===== src/rtl/instr_sequencer_if.sv =====
// Bus between the instruction sequencer and its control circuit / ROM.
// The slave modport is the sequencer's view of the bus; the master modport is the environment's view.
interface instr_sequencer_if;
  logic       Start;
  logic [4:0] Program_len;
  logic       Done;
  logic [7:0] Rom_data;
  logic [3:0] Rom_addr;
  logic [7:0] Opcode;
  logic       isRomDone;
  logic       Prog_end;
  logic [4:0] Pc;

  modport slave (
    input  Start, Program_len, Done, Rom_data,
    output Rom_addr, Opcode, isRomDone, Prog_end, Pc
  );

  modport master (
    output Start, Program_len, Done, Rom_data,
    input  Rom_addr, Opcode, isRomDone, Prog_end, Pc
  );
endinterface


===== src/rtl/instr_sequencer.sv =====
// Instruction sequencer: fetches opcodes from a synchronous ROM and hands them one at a time to a control circuit.
// Optional macro SEQ_LOOP_EN: after the last instruction, restart at Pc=0 with a one-cycle Prog_end pulse instead of stopping.
module instr_sequencer (
  input  logic                Clock,
  input  logic                Reset,
  instr_sequencer_if.slave    bus
);

  typedef enum logic [2:0] {
    S_IDLE,
    S_FETCH,
    S_LATCH,
    S_WAIT,
    S_END
  } state_e;

  state_e     state_q, state_d;
  logic [4:0] pc_q, pc_d;
  logic [3:0] rom_addr_q, rom_addr_d;
  logic [7:0] opcode_q, opcode_d;
  logic       rom_done_q, rom_done_d;
  logic       prog_end_q, prog_end_d;
  logic [4:0] len_q, len_d;

  logic [4:0] len_sat;
  logic [4:0] pc_inc;

  assign len_sat = (bus.Program_len > 5'd16) ? 5'd16 : bus.Program_len;
  assign pc_inc  = pc_q + 5'd1;

  always_comb begin
    state_d    = state_q;
    pc_d       = pc_q;
    opcode_d   = opcode_q;
    rom_done_d = rom_done_q;
    prog_end_d = prog_end_q;
    len_d      = len_q;

    unique case (state_q)
      S_IDLE, S_END: begin
        if (bus.Start) begin
          if (bus.Program_len == 5'd0) begin
            // Empty program completes immediately without ever presenting an opcode.
            state_d    = S_END;
            prog_end_d = 1'b1;
          end else begin
            pc_d       = '0;
            prog_end_d = 1'b0;
            len_d      = len_sat;
            state_d    = S_FETCH;
          end
        end
      end

      S_FETCH: begin
        prog_end_d = 1'b0;
        state_d    = S_LATCH;
      end

      S_LATCH: begin
        opcode_d   = bus.Rom_data;
        rom_done_d = 1'b0;
        state_d    = S_WAIT;
      end

      S_WAIT: begin
        if (bus.Done) begin
          rom_done_d = 1'b1;
          if (pc_inc < len_q) begin
            pc_d    = pc_inc;
            state_d = S_FETCH;
          end else begin
            prog_end_d = 1'b1;
`ifdef SEQ_LOOP_EN
            pc_d       = '0;
            state_d    = S_FETCH;
`else
            pc_d       = len_q;
            state_d    = S_END;
`endif
          end
        end
      end

      default: state_d = S_IDLE;
    endcase
  end

  // The ROM address is a registered copy of the low Pc bits so it is valid at the FETCH edge.
  assign rom_addr_d = pc_d[3:0];

  always_ff @(posedge Clock or negedge Reset) begin
    if (!Reset) begin
      state_q    <= S_IDLE;
      pc_q       <= '0;
      rom_addr_q <= '0;
      opcode_q   <= '0;
      rom_done_q <= 1'b1;
      prog_end_q <= 1'b0;
      len_q      <= '0;
    end else begin
      state_q    <= state_d;
      pc_q       <= pc_d;
      rom_addr_q <= rom_addr_d;
      opcode_q   <= opcode_d;
      rom_done_q <= rom_done_d;
      prog_end_q <= prog_end_d;
      len_q      <= len_d;
    end
  end

  assign bus.Rom_addr  = rom_addr_q;
  assign bus.Opcode    = opcode_q;
  assign bus.isRomDone = rom_done_q;
  assign bus.Prog_end  = prog_end_q;
  assign bus.Pc        = pc_q;

endmodule


===== src/flat_wrapper.sv =====
// flat-port wrapper written by rule: the top's interface ports become plain ports
module instr_sequencer_flat 
  (Clock, Reset, bus_Start, bus_Program_len, bus_Done, bus_Rom_data, bus_Rom_addr, bus_Opcode, bus_isRomDone, bus_Prog_end, bus_Pc);
  instr_sequencer_if bus_i ();
  input  logic Clock;
  input  logic Reset;
  input wire logic [$bits(bus_i.Start)-1:0] bus_Start;
  input wire logic [$bits(bus_i.Program_len)-1:0] bus_Program_len;
  input wire logic [$bits(bus_i.Done)-1:0] bus_Done;
  input wire logic [$bits(bus_i.Rom_data)-1:0] bus_Rom_data;
  output wire logic [$bits(bus_i.Rom_addr)-1:0] bus_Rom_addr;
  output wire logic [$bits(bus_i.Opcode)-1:0] bus_Opcode;
  output wire logic [$bits(bus_i.isRomDone)-1:0] bus_isRomDone;
  output wire logic [$bits(bus_i.Prog_end)-1:0] bus_Prog_end;
  output wire logic [$bits(bus_i.Pc)-1:0] bus_Pc;
  assign bus_i.Start = bus_Start;
  assign bus_i.Program_len = bus_Program_len;
  assign bus_i.Done = bus_Done;
  assign bus_i.Rom_data = bus_Rom_data;
  assign bus_Rom_addr = bus_i.Rom_addr;
  assign bus_Opcode = bus_i.Opcode;
  assign bus_isRomDone = bus_i.isRomDone;
  assign bus_Prog_end = bus_i.Prog_end;
  assign bus_Pc = bus_i.Pc;
  instr_sequencer u_core (.Clock(Clock), .Reset(Reset), .bus(bus_i));
endmodule

===== config.mk =====
export PLATFORM = sky130hd
export DESIGN_NAME = instr_sequencer_flat
export DESIGN_NICKNAME = d
export VERILOG_FILES = /design/src/rtl/instr_sequencer_if.sv /design/src/rtl/instr_sequencer.sv /design/src/flat_wrapper.sv
export SDC_FILE = /design/constraint.sdc
export NUM_CORES = 1
export LEC_CHECK = 0
export ABC_CLOCK_PERIOD_IN_PS = 4100
export BUFFER_PORTS_ARGS = -buffer_cell sky130_fd_sc_hd__buf_2
export CORE_MARGIN = 2
export CORE_UTILIZATION = 45
export CTS_BUF_LIST = sky130_fd_sc_hd__clkbuf_4 sky130_fd_sc_hd__clkbuf_8
export CTS_CLUSTER_DIAMETER = 80
export CTS_CLUSTER_SIZE = 16
export DETAILED_ROUTE_END_ITERATION = 8
export GPL_TIMING_DRIVEN = 0
export MAX_ROUTING_LAYER = met4
export PLACE_DENSITY = 0.71
export SLEW_MARGIN = 40
export SYNTH_ARGS = -nofsm -noshare
export SYNTH_HDL_FRONTEND = slang
export SYNTH_SLANG_ARGS = --single-unit

===== constraint.sdc =====
create_clock -name Clock -period 4.1 [get_ports Clock]
set_input_delay 0.205 -clock Clock [delete_from_list [all_inputs] [get_ports Clock]]
set_output_delay 0.205 -clock Clock [all_outputs]
set_load 0.01 [all_outputs]

==> flow_metrics.py <==
metrics = {
    "timing": {
        "timing.hold.ws_ns": 0.1202,
        "finalCriticalPeriod_ns": 2.346,
        "fin_tns_setup_ns": 0,
        "slew_viol_final": 0,
        "clock_skew_ns": 0.008519,
        "hold_viol": 0,
        "rsz0062_at_grt": "false",
        "fin_crit_sh_pct": 57.22,
        "fmaxAchievable_mhz": 426.2,
        "finalSetupViolations": 0,
        "max-slew-margin-rel_pct": 65.23,
        "tightestPinTransition_ns": 0.5215,
    },
    "grt": {
        "grt_usage_pct": 18.72,
        "grt_max_degree": 24,
        "antenna_found_initial": 0,
        "grt_pass1_wl_um": 4560,
        "first_global_vias": 1028,
        "grt-ovfl-total": 0,
    },
    "cells_and_area": {
        "area_delta_synth_final_pct": 20.26,
        "num-fill-cells": 250,
        "multiInputGateArea_um2": 600.6,
        "regArea_um2": 576.8,
        "diodes": 0,
        "design_area_um2": 1493,
        "post_layout_nonfiller_instances": 189,
        "drive_gt1_share_pct": 37.34,
        "layout.nets": 181,
        "fin_util_pct": 55.57,
    },
    "clock_network": {
        "cts_resized": 0,
        "cts_made_buffers": 3,
        "htree_num_levels": 1,
        "clockRootBuffer": "clkbuf_4",
        "clk_pin_slew_ns": 0.13,
        "cts_tree": "done",
        "cts.sinks": 23,
        "clk_latency_ns": 0.31,
        "clk_path_buf_depth": 2,
    },
    "routing": {
        "firstDrtPassIters": 4,
        "vias_per_cell": 5.254,
        "ant_nets": 0,
        "drt_wl_total_um": 2577,
        "wire_per_inst_um": 13.63,
        "drc": 0,
        "vias": 993,
        "first_iter_violations": 15,
    },
    "setup_path": {
        "crit_required_ns": 4.29,
        "r2r_start": "u_core.bus.Rom_addr[0]",
        "endpoint_kind": "register",
        "crit_fanout": 7,
        "crit_path_start_kind": "register",
        "path_class": "reg -> reg",
        "critPathArrivalTime_ns": 2.54,
        "critPathLaunch": "u_core.bus.Rom_addr[0]",
    },
    "die": {
        "die-area_um2": 3195,
        "core_um2": 2686,
        "initial_core_util_pct": 46.20,
        "pin_count": 36,
        "num_rows": 19,
        "die_w_um": 56.52,
        "fp.dieH_um": 56.52,
    },
    "synth": {
        "synth-warning-count": 0,
        "syn_area_um2": 1241,
        "yosysUniqueCellTypes": 39,
        "synth_fp_nets": 140,
        "ys_top_cells_by_area": "dfrtp_1, mux2_2, ha_1",
        "synth_top_area_cell": "dfrtp_1",
        "async_flop_share_pct": 100.0,
        "synth-seq-cells": 23,
        "ys_seq_area_share_pct": 46.47,
        "synth_edf_count": 0,
        "ys.flop_type": "dfrtp_1",
        "synth_top_area_share_pct": 44.35,
        "avgSynthCellArea_um2": 10.52,
        "synthCells": 118,
    },
    "placed_design": {
        "io_buffers": 35,
        "gp_congestion": 0.7315,
        "place_hpwl_um": 1995,
        "placed_cell_area_um2": 1455,
        "numPlacedInstances": 184,
    },
    "min_path": {
        "hold_start": "bus_Rom_data[7]",
        "min_path_type": "in -> reg",
    },
    "power": {
        "p_leak_uw": 0.0007484,
        "ir_worst_vdd_v": 0.0004184,
        "powerDensity_nw_per_um2": 801.3,
    },
    "outcome": {
        "outcome": "finished clean",
    },
    "job": {
        "cap_violations": 0,
    },
}
## registers in the layout, summed over array words and instances (netlist names)
| signal | count |
|---|---|
| u_core.state_q | 3 |
| u_core.bus.Prog_end | 1 |
| u_core.bus.Rom_addr | 4 |
| u_core.bus.Opcode | 8 |
| u_core.bus.Pc | 1 |
| u_core.len_q | 5 |
| u_core.bus.isRomDone | 1 |
## layout make-up
cell class | count | share of cell area (%)
repair buffers | 36 | 12.41
flip-flops and latches | 23 | 38.64
well taps | 31 | 2.598
inverters | 5 | 1.257
plain buffers | 6 | 3.018
multi-input cells | 84 | 40.23
clock inverters | 1 | 0.3353
clock buffers | 3 | 1.509
## cells by family (layout without fill, tap and decap cells)
group,after synthesis,in the layout,synth area share [%]
muxes,13,13,11.39
buffers and inverters,11,51,5.141
AOI/OAI and AO/OA,25,25,13.51
adders and majority gates,5,5,5.040
xor gates and xnor gates,3,3,2.117
DFF,23,23,46.47
and+or+nand+nor,38,38,16.33
## per-layer routing
| layer | GRT usage (%) | vias to the layer above | routed length, um |
|---|---|---|---|
| met5 | - | - | 0 |
| met4 | 4.082 | 0 | 26 |
| met3 | 3.456 | 4 | 133 |
| met2 | 33.89 | 28 | 1329 |
| met1 | 21.40 | 468 | 1088 |
| li1 | - | 493 | - |
## timing repair
| item | in CTS | in global routing |
|---|---|---|
| hold endpoints to repair | 22 | 0 |
| buffers inserted | 0 | 0 |
| hold buffers | 1 | 0 |
## through the flow
stage | worst slack (ns) | power, uW
floorplan | 2.042 | 898.6
global placement | 1.875 | 1063
detailed placement | 1.784 | 1098
CTS | 1.744 | 1209
global route | 1.510 | 1303
finish | 1.754 | 1196
## worst paths after layout
| path | endpoint | slack [ns] | cells after the start |
|---|---|---|---|
| setup / recovery | u_core.bus.Pc[4] | 1.75 | 8 |
| hold / removal | u_core.bus.Opcode[7] | 0.12 | 2 |
| setup reg to reg | u_core.bus.Pc[4] | 1.75 | 8 |
| hold reg to reg | u_core.state_q[1] | 0.51 | 1 |
| max in group asynchronous | u_core.bus.isRomDone | 3.35 | 2 |
| min in group asynchronous | u_core.bus.Rom_addr[1] | 0.38 | 2 |
## Yosys cell counts, drive strengths merged, types with 4 or more instances
cell type	count
nand2	9
nand3	8
nor2	6
ha	5
mux2i	4
o21ai	8
dfrtp	22
buf	5
a21oi	5
mux2	9
nand2b	4
inv	5
## worst max-delay path, stage by stage (launching register included)
cell and delay, ns:
dfrtp_1 0.48, ha_1 0.27, nand3_1 0.12, xnor2_1 0.23, ha_1 0.28, a21oi_1 0.22
o21a_1 0.32, mux2i_1 0.23, o21ai_1 0.07
## cells in the final DEF (no fill, tap or decap), types with 2 or more instances in the layout
| master | instances |
|---|---|
| buf_4 | 4 |
| clkbuf_4 | 3 |
| nand3_1 | 7 |
| o21a_1 | 2 |
| nor2_1 | 5 |
| nor3_1 | 2 |
| a21oi_1 | 5 |
| ha_1 | 5 |
| dfrtp_1 | 22 |
| o21ai_1 | 4 |
| nor2b_1 | 2 |
| and2_1 | 2 |
| nand2_1 | 9 |
| mux2i_1 | 4 |
| buf_2 | 35 |
| o31ai_1 | 2 |
| o21ai_0 | 3 |
| xnor2_1 | 2 |
| mux2_2 | 9 |
| inv_1 | 5 |
| nand2b_1 | 4 |
## where the power goes
group	internal [uW]	leakage, uW	total [uW]	switching (uW)
Clock	36.4	0.0000177	106	69.2
Combinational	316	0.000445	673	358
Sequential	336	0.000286	417	81.4
Note: power is estimated with default switching activity, not from simulation.
